===== config.mk =====
export PLATFORM = sky130hd
export DESIGN_NAME = qq_op_sched
export DESIGN_NICKNAME = d
export VERILOG_FILES = /design/src/rtl/qq_op_sched.sv
export SDC_FILE = /design/constraint.sdc
export NUM_CORES = 1
export LEC_CHECK = 0
export CAP_MARGIN = 15
export CORE_MARGIN = 2
export CORE_UTILIZATION = 45
export CTS_CLUSTER_DIAMETER = 40
export DETAILED_ROUTE_END_ITERATION = 10
export GPL_TIMING_DRIVEN = 0
export PLACE_DENSITY = 0.78
export SETUP_SLACK_MARGIN = 0.05
export SLEW_MARGIN = 20
export SYNTH_ARGS = -nofsm -noshare
export SYNTH_HDL_FRONTEND = slang
export SYNTH_SLANG_ARGS = --single-unit

===== constraint.sdc =====
create_clock -name clk -period 6.25 [get_ports clk]
set_clock_uncertainty 0.2 [all_clocks]
set_input_delay 0.9375 -clock clk [delete_from_list [all_inputs] [get_ports clk]]
set_output_delay 0.9375 -clock clk [all_outputs]
set_load 0.01 [all_outputs]

===== src/rtl/qq_op_sched.sv =====
// Operation scheduler for the Quick Priority Queue register array: accepts enqueue/dequeue
// handshakes, merges a simultaneous pair into REPLACE and issues one strobed op at a time.
module qq_op_sched #(
  parameter int unsigned DEPTH  = 16,
  parameter int unsigned KW     = 8,
  parameter int unsigned SETTLE = 2
) (
  input  logic                         clk,
  input  logic                         rst,
  input  logic                         enq_valid,
  input  logic [KW-1:0]                enq_key,
  output logic                         enq_ready,
  input  logic                         deq_valid,
  output logic                         deq_ready,
  output logic [KW-1:0]                deq_key,
  output logic                         deq_key_valid,
  input  logic [KW-1:0]                arr_head_key,
  output logic                         arr_enb,
  output logic [1:0]                   arr_op,
  output logic [KW-1:0]                arr_key,
  output logic [$clog2(DEPTH+1)-1:0]   count,
  output logic                         full,
  output logic                         empty
);

  localparam int unsigned CW = $clog2(DEPTH + 1);
  localparam int unsigned SW = (SETTLE > 1) ? $clog2(SETTLE) : 1;

  localparam logic [1:0] OpEnq     = 2'b01;
  localparam logic [1:0] OpDeq     = 2'b10;

  typedef enum logic [1:0] {StIdle, StIssue, StWait} state_e;

  state_e          state_q, state_d;
  logic [CW-1:0]   count_q, count_d;
  logic [SW-1:0]   settle_q, settle_d;
  logic [1:0]      op_q, op_d;
  logic [KW-1:0]   key_q, key_d;
  logic [KW-1:0]   deq_key_q, deq_key_d;
  logic            deq_key_valid_q, deq_key_valid_d;
  logic            idle, enq_fire, deq_fire;

  assign empty = (count_q == '0);
  assign full  = (count_q == CW'(DEPTH));
  assign count = count_q;
  assign idle  = (state_q == StIdle) && !rst;

  // A dequeue in the same cycle frees a slot, so enqueue is allowed even when full.
  assign deq_ready = idle && !empty;
  assign enq_ready = idle && (!full || (deq_valid && !empty));
  assign deq_fire  = deq_valid && deq_ready;
  assign enq_fire  = enq_valid && enq_ready;

  assign arr_enb       = (state_q == StIssue);
  assign arr_op        = arr_enb ? op_q : 2'b00;
  assign arr_key       = arr_enb ? key_q : '0;
  assign deq_key       = deq_key_q;
  assign deq_key_valid = deq_key_valid_q;

  always_comb begin
    state_d         = state_q;
    count_d         = count_q;
    settle_d        = settle_q;
    op_d            = op_q;
    key_d           = key_q;
    deq_key_d       = deq_key_q;
    deq_key_valid_d = 1'b0;
    unique case (state_q)
      StIdle: begin
        if (deq_fire) begin
          deq_key_d       = arr_head_key;
          deq_key_valid_d = 1'b1;
        end
        if (enq_fire || deq_fire) begin
          state_d = StIssue;
          // Opcode encoding lets REPLACE fall out as both bits set.
          op_d    = {deq_fire, enq_fire};
          key_d   = enq_fire ? enq_key : '0;
        end
      end
      StIssue: begin
        state_d  = StWait;
        settle_d = SW'(SETTLE - 1);
        if (op_q == OpEnq) begin
          count_d = count_q + CW'(1);
        end else if (op_q == OpDeq) begin
          count_d = count_q - CW'(1);
        end
      end
      StWait: begin
        if (settle_q == '0) begin
          state_d = StIdle;
        end else begin
          settle_d = settle_q - SW'(1);
        end
      end
      default: state_d = StIdle;
    endcase
  end

  always_ff @(posedge clk or posedge rst) begin
    if (rst) begin
      state_q         <= StIdle;
      count_q         <= '0;
      settle_q        <= '0;
      op_q            <= 2'b00;
      key_q           <= '0;
      deq_key_q       <= '0;
      deq_key_valid_q <= 1'b0;
    end else begin
      state_q         <= state_d;
      count_q         <= count_d;
      settle_q        <= settle_d;
      op_q            <= op_d;
      key_q           <= key_d;
      deq_key_q       <= deq_key_d;
      deq_key_valid_q <= deq_key_valid_d;
    end
  end

  always_ff @(posedge clk) begin
    if (!rst) begin
      assert (count_q <= CW'(DEPTH)) else $error("occupancy above DEPTH");
      assert (!(arr_enb && op_q == OpDeq && count_q == '0)) else $error("occupancy underflow");
      assert (!(arr_enb && op_q == OpEnq && count_q == CW'(DEPTH))) else
        $error("occupancy overflow");
    end
  end

endmodule


==> flow_summary.ini <==
[floorplan]
chipHeight_um = 60.3
io-pin-count = 49
initial_utilization_pct = 47.0
core-area_sq_mm = 0.00303
die_outline_area_sq_mm = 0.00363
rows = 20
die_width_um = 60.3

[power]
power_total_uw = 939
powerDensity_mw_per_mm2 = 473
leakage_power_total_uw = 0.000902
ir_worst_vdd_uv = 241

[clock_network]
cts_resized = 0
ctsLongestPathBuffers = 2
postCtsSetupBuffers = 0
cts-root-buf = clkbuf_4
clock-sinks = 27
tritoncts = built
worst_skew_pair.late_latency_ns = 0.32
clk_transition_reported_paths_ns = 0.14
tritoncts.num_buffers = 3
cts.hold.buffers_added = 0
ctsHtreeMaxLevel = 1

[sta]
setup_viol_count_final = 0
timing.final.crit_period_ns = 3.44
fin_setup_tns_ns = 0
layout_worst_path_cycle_share_pct = 55.0
max_clock_freq_mhz = 291
timing_hold_violations_final = 0
tightest_slew_ns = 0.594
slew_headroom_pct = 60.3
drv_slew = 0
setup_repair_after_global_routing_missed_its_margin = false

[route]
drt_wl_total_mm = 2.92
wire_per_inst_um = 12.5
initialDrtViolationCount = 47
dr.pass1.iters = 4
detail-route-antenna-nets = 0
post-route-drc-count = 0
avgViaCountPerCell = 5.04
routed_vias = 1174

[cells_and_area]
mostFrequentLayoutCells = 48 x clkdlybuf4s50_1, 27 x dfrtp_1, 14 x inv_1
areaGrowthSynthToFinish_pct = 39.5
final_common_cell = clkdlybuf4s50_1
post_route_cells_drive_above_1_share_pct = 11.1
finish.net_count = 219
final_area_sq_mm = 0.00199
fillers = 255
antenna_cells_inserted = 0
final_non_filler_cell_total = 233
multiInputGateArea_sq_um = 659
seq_area_sq_um = 676

[critical_path]
worst-path-max-fanout = 3
rr_worst_depth = 8
worstPathRequired_ns = 5.11
cells_along_the_critical_path = clkdlybuf4s50_1, nor2b_1, a21oi_1, clkdlybuf4s50_1
timing.setup.critical_path_class = in -> out
critical_path.top_delay_family = buffers and inverters
path_depth = 4
most_frequent_cell_on_the_critical_path = clkdlybuf4s50_1
worst_ep_arrival_time_ns = 2.30
crit_buf_inv = 2
cp_slowest_cell = clkdlybuf4s50_1
cp_slowest_stage_delay_ns = 0.56
end_kind = primary output
worst_setup_path_start_kind = primary input

[worst_hold_path]
hold_class = reg -> reg
hold-path-cell-count = 2

[global_route]
met2_use_gr_pct = 30.9
global_route.peak_usage_layer = met2
initial_antenna_violation_count = 0
grt_use_total_pct = 18.2
first_global_vias = 1194
globalRouteMet1Util_pct = 23.2
largest_net_degree_at_the_start_of_global_routing = 29
first_pass_grt_wire_length_mm = 5.06
global_route_track_usage_on_met3_pct = 4.11
congestion_overflow_gr = 0

[logic_synthesis]
netlist_instances = 137
synth_seq_cells = 27
synth_nets = 166
seq_area_frac_synth_pct = 47.5
post_synth_instance_area_sq_mm = 0.00142
synth-warning-count = 0
syn-mean-instance-area_sq_um = 10.4
post_synth_num_cell_types = 29

[placed_design]
placed_instances = 229
placed_area_sq_mm = 0.00196
gpl.final_weighted_congestion = 0.688
numPortBuffers = 48
detailed_place_hpwl_mm = 2.30

[status]
outcome = complete, no violations

[job]
max_cap_violations = 0
kinds of logic (layout without fill, tap and decap cells):
kind of cell | after synthesis | in the layout | synth area share (%)
AO/OA/AOI/OAI | 24 | 24 | 11.5
XOR/XNOR | 3 | 3 | 1.85
flip-flops | 27 | 27 | 47.5
multiplexers | 12 | 12 | 9.40
adder cells (fa/ha/maj) | 9 | 9 | 8.44
buffers and inverters | 21 | 73 | 6.24
AND/OR/NAND/NOR | 41 | 41 | 15.1
Yosys cell counts, drive strengths merged:
master | number | area [sq um]
a211o | 1 | 8.76
dfrtp | 27 | 676
o2111ai | 1 | 26.3
a21o | 2 | 15.0
mux2 | 11 | 124
o211ai | 1 | 7.51
ha | 8 | 100
nor2b | 2 | 12.5
nor4 | 1 | 6.26
a21oi | 4 | 20.0
inv | 15 | 56.3
xor2 | 1 | 8.76
a41o | 1 | 10.0
nand3 | 9 | 45.0
clkbuf | 3 | 11.3
nand2b | 2 | 12.5
xnor2 | 2 | 17.5
o21ai | 12 | 60.1
mux2i | 1 | 10.0
fa | 1 | 20.0
nor2 | 5 | 18.8
a2111oi | 1 | 8.76
and2 | 11 | 68.8
buf | 3 | 21.3
or4 | 1 | 11.3
a22oi | 1 | 7.51
nor3 | 2 | 10.0
nand2 | 8 | 30.0
per-stage QoR:
step	setup WS (ns)	utilization, %	hold WS, ns
2_1_floorplan	3.65	-	0.260
3_3_place_gp	2.82	64.7	0.274
3_5_place_dp	2.74	64.7	0.287
4_1_cts	2.81	65.6	0.319
5_1_grt	2.75	65.6	0.350
6_report	2.81	65.6	0.315
routing by layer:
layer  part of all wire, %  vias up
met5                     0        -
met4                  0.34        0
met3                   6.2        2
met2                    51       37
met1                    43      574
li1                      -      561
tightest hold or removal path, stage by stage (launching register included):
cell     delay (ns)
dfrtp_1        0.37
nand3_1        0.06
o21ai_0        0.06
flip-flops by register name, summed over array words and instances, names as in the netlist:
name           flops
key_q              8
state_q            2
count              5
deq_key            8
op_q               2
settle_q           1
deq_key_valid      1
cell type report:
cell class	count	share of cell area [%]
sequential	27	34.0
timing repair buffer	48	24.2
inverter	15	2.83
tap	44	2.77
multi-input combinational	89	33.2
buffer	6	1.64
clock buffer	3	1.13
clock inverter	1	0.252
worst paths after layout:
| kind | slack (ns) | start | endpoint |
|---|---|---|---|
| worst min register to register | 0.32 | key_q[4] | key_q[4] |
| worst max register to register | 3.78 | op_q[1] | count[4] |
| worst min-delay path | 0.32 | key_q[4] | key_q[4] |
| min in group asynchronous | 0.84 | rst | count[4] |
| worst max-delay path | 2.81 | deq_valid | enq_ready |
| max in group asynchronous | 4.62 | rst | count[3] |
where the power goes:
part / internal [uW] / total, uW / switching, uW
clock network: 24.0 / 75.1 / 51.2
logic: 299 / 549 / 251
registers: 257 / 315 / 58.0
total: 579 / 939 / 360
(Power assumes the default switching activity.)
==> patch 1, RTL diff (same flow settings) <==
The 3 states of `state_e` get a one-hot encoding in 3 bits.
--- a/src/rtl/qq_op_sched.sv
+++ b/src/rtl/qq_op_sched.sv
@@ -29,7 +29,7 @@
   localparam logic [1:0] OpEnq     = 2'b01;
   localparam logic [1:0] OpDeq     = 2'b10;
 
-  typedef enum logic [1:0] {StIdle, StIssue, StWait} state_e;
+  typedef enum logic [2:0] {StIdle = 3'b001, StIssue = 3'b010, StWait = 3'b100} state_e;
 
   state_e          state_q, state_d;
   logic [CW-1:0]   count_q, count_d;
Formal check against the unedited RTL: same outputs for any inputs over 10 cycles, from zero or initial values and one cycle with rst high; not proved beyond that.
==> patch 1 against the original RTL <==
Critical path depth unchanged; wire length is 6.8% lower; non-clock buffer count fell by 2; area after synthesis shrank 4.1%; sequential power is 3% higher; utilization rose by 2.8 points; die area shrank 3.9%; register-to-register slack better by 220 ps; total power shrank 6.0%; setup slack lost 270 ps; design area down 2.5%; sequential cell count increased by 1; maximum frequency is 7.3% lower; critical path type unchanged; critical endpoint unchanged.
==> patch 1: results (changes against the original RTL) <==
Post-CTS Resized: 0 (unchanged)
Syn Nets: 140 (was 166)
Clock latency on the worst-skew pair: 320 ps (about the same)
Critical path's largest stage delay: 540 ps (was 560 ps)
DRT Pass-1 Iters: 4 (unchanged)
Post-CTS setup buffer count: 0 (unchanged)
First-pass GRT wire length: 4640 um (was 5060 um)
Max IR drop VDD: 0.234 mV (was 0.241 mV)
Nets: 193 (was 219)
Final Wtd Congestion: 0.776 (was 0.688)
Grt met2 use: 30.3% (was 30.9%)
Post-DP HPWL: 2090 um (was 2300 um)
Distinct cells, synth: 34 (was 29)
Worst-margin pin slew: 568 ps (was 594 ps)
Proportion of layout cells with a drive suffix above 1: 10.2% (was 11.1%)
Ys Warns: 0 (unchanged)
Largest cells by area after synthesis: dfrtp_1 49%, mux2_1 7.4%, o2bb2ai_1 5.1%, and2_1 3.7%, ha_1 3.7% (was dfrtp_1 47%, mux2_2 8.7%, ha_1 7.0%, and2_1 4.8%, o21ai_0 4.2%)
Via density: 5.23 (was 5.04)
Synth top cells by count: 27 x dfrtp_1, 10 x nand2_1, 9 x mux2_1 (was 27 x dfrtp_1, 15 x inv_1, 12 x o21ai_0)
CP top delay family: buffers and inverters (unchanged)
Sequential area share after synthesis: 51.4% (was 47.5%)
Post-synth ARST share: 100% (unchanged)
FILL cells: 220 (was 255)
DRT iter0 DRCs: 37 (was 47)
Status: complete, no violations (unchanged)
Clock Tree Buf Depth: 2 (unchanged)
Met3 global-route usage: 3.28% (was 4.11%)
Number of global-route vias before repair: 1082 (was 1194)
WL final: 2720 um (was 2920 um)
Hold WC Path Type: reg2reg (unchanged)
Global routing usage summed across all routing layers: 17.2% (was 18.2%)
I/O Buffers: 48 (unchanged)
Met1 usage: 21.8% (was 23.2%)
CP Max Fanout: 4 (was 3)
Worst Path Arrival: 2570 ps (was 2300 ps)
Clock transition at path regs: 150 ps
Leak pwr: 0.840 nW (was 0.902 nW)
patch 1: cell families after synthesis:
logic type      count (synthesis)  synth area share, %
compound gates                 23                 13.7
xor+xnor                        4                 2.57
fa+ha+maj                       5                 5.13
buf+inv                        11                 4.40
flops                          28                 51.4
mux                            10                 8.16
simple gates                   34                 14.7
patch 1: path summary, 6_finish.rpt:
path,slack [ps],depth (start not counted),from,end
setup / recovery,2540,4,rst,enq_ready
hold / removal,310,1,deq_key[0],deq_key[0]
setup reg to reg,4000,8,op_q[1],count[4]
hold reg to reg,310,1,deq_key[0],deq_key[0]
max in group asynchronous,4600,2,rst,state_q[0]
min in group asynchronous,880,2,rst,settle_q
patch 1: area by class of cell:
cell class | count | area share, %
sequential | 28 | 36.2
tap | 31 | 2.00
clock buffer | 3 | 1.16
clock inverter | 1 | 1.55
multi-input combinational | 76 | 31.1
timing repair buffer | 48 | 24.8
buffer | 4 | 1.74
inverter | 7 | 1.36
patch 1: stage by stage:
stage	power [mW]	setup WS (ps)	area, um^2	hold slack [ps]	cells
after floorplan	0.582	3590	1370	289	115
after global placement	0.748	2570	1880	272	194
after detailed placement	0.774	2550	1880	285	194
after CTS	0.893	2550	1940	318	198
after global routing	0.953	2460	1940	345	198
final	0.883	2540	1940	312	198
patch 1: power breakdown:
group | switching [mW] | internal, mW
Sequential | 0.0631 | 0.263
Clock | 0.0512 | 0.0648
Combinational | 0.197 | 0.243
Total | 0.312 | 0.571
patch 1: metal layers:
| layer | up-vias | wire (um) |
|---|---|---|
| met5 | - | 0 |
| met4 | 0 | 16 |
| met3 | 2 | 159 |
| met2 | 32 | 1350 |
| met1 | 503 | 1190 |
| li1 | 499 | - |
==> patch 2, RTL diff (config.mk and constraints unchanged) <==
Made on the original files. The parameter `DEPTH` goes from 16 to 8.
--- a/src/rtl/qq_op_sched.sv
+++ b/src/rtl/qq_op_sched.sv
@@ -1,7 +1,7 @@
 // Operation scheduler for the Quick Priority Queue register array: accepts enqueue/dequeue
 // handshakes, merges a simultaneous pair into REPLACE and issues one strobed op at a time.
 module qq_op_sched #(
-  parameter int unsigned DEPTH  = 16,
+  parameter int unsigned DEPTH  = 8,
   parameter int unsigned KW     = 8,
   parameter int unsigned SETTLE = 2
 ) (
Ports: changed (resized count); port bits go from 49 to 48. The function was not compared with the original's and may differ.
==> patch 2 against the original RTL <==
Critical path depth unchanged; area after synthesis down 6.9%; setup slack better by 59 ps; sequential cell count down 1; design area down 5.0%; first-iteration DRC count down 38%; total power down 3.4%; wire length up 0.72%; critical endpoint unchanged; non-clock buffer count down 3.
==> patch 2: results (changes against the original RTL) <==
Max IR drop VDD: 0.331 mV (was 0.241 mV)
Met2 WL post-DR: 1520 um (was 1480 um)
Post-synthesis xor/xnor area fraction: 1.32% (was 1.85%)
Post-Synth Adder-Cell Area: 8.11% (was 8.44%)
Grt met2 use: 32.9% (was 30.9%)
Share of total power in sequential cells: 33.4% (was 33.5%)
Global routing usage summed across all routing layers: 18.7% (was 18.2%)
Hold slack: 299 ps (was 315 ps)
Number of global-route vias before repair: 1139 (was 1194)
P_seq: 0.303 mW (was 0.315 mW)
Proportion of layout cells with a drive suffix above 1: 7.45% (was 11.1%)
I/O Buffers: 47 (was 48)
Status: complete, no violations (unchanged)
Comb power frac: 53.8% (was 58.5%)
Met3 global-route usage: 3.30% (was 4.11%)
WL final: 2940 um (was 2920 um)
Met1 WL: 1220 um (was 1250 um)
Mux contribution to synthesized area: 3.87% (was 9.40%)
DP Worst Slack: 2890 ps (was 2740 ps)
DRT iter0 DRCs: 29 (was 47)
Final Wtd Congestion: 0.748 (was 0.688)
Via density: 5.07 (was 5.04)
Post-DP HPWL: 2270 um (was 2300 um)
Synth top cells by count: 43 x nand2_1, 26 x dfrtp_1, 12 x o21ai_0 (was 27 x dfrtp_1, 15 x inv_1, 12 x o21ai_0)
Worst-margin pin slew: 946 ps (was 594 ps)
Fin crit share: 54.1% (was 55.0%)
Compound-Gate Fraction of Synth Area: 10.5% (was 11.5%)
Met1 usage: 22.9% (was 23.2%)
Sequential area share after synthesis: 49.1% (was 47.5%)
Syn Nets: 165 (was 166)
R2R Setup Slk: 3920 ps (was 3780 ps)
Routed wire length per instance: 13.4 um (was 12.5 um)
Hold Path End: deq_key[1] (was key_q[4])
Worst r2r dst: count[3] (was count[4])
Largest net degree at the start of global routing: 27 (was 29)
NetSw: 0.336 mW (was 0.360 mW)
First-pass GRT wire length: 4870 um (was 5060 um)
Largest cells by area after synthesis: dfrtp_1 49%, nand2_1 12%, ha_1 6.6%, and2_1 4.7%, o21ai_0 4.5% (was dfrtp_1 47%, mux2_2 8.7%, ha_1 7.0%, and2_1 4.8%, o21ai_0 4.2%)
-- patch 2: changes by cell type after synthesis, moves of 2 or more --
cell / unedited run / this run
clkbuf_1: 3 / 1
inv_1: 15 / 6
nand2_1: 8 / 43
nand3_1: 9 / 0
nor2_1: 5 / 2
mux2_4: 0 / 2
mux2_2: 11 / 1
-- patch 2: layout make-up --
class / count / area, um^2
inverters: 7 / 33.8
repair buffers: 47 / 470
clock inverters: 1 / 30.0
well taps: 31 / 38.8
plain buffers: 4 / 25.0
clock buffers: 3 / 22.5
multi-input cells: 100 / 617
fillers: 212 / 893
flip-flops and latches: 26 / 651
-- patch 2: worst max-delay path, cell delays in order --
cell	delay, ps
clkdlybuf4s50_1	430
nand2b_1	190
a21oi_1	130
clkdlybuf4s50_1	560
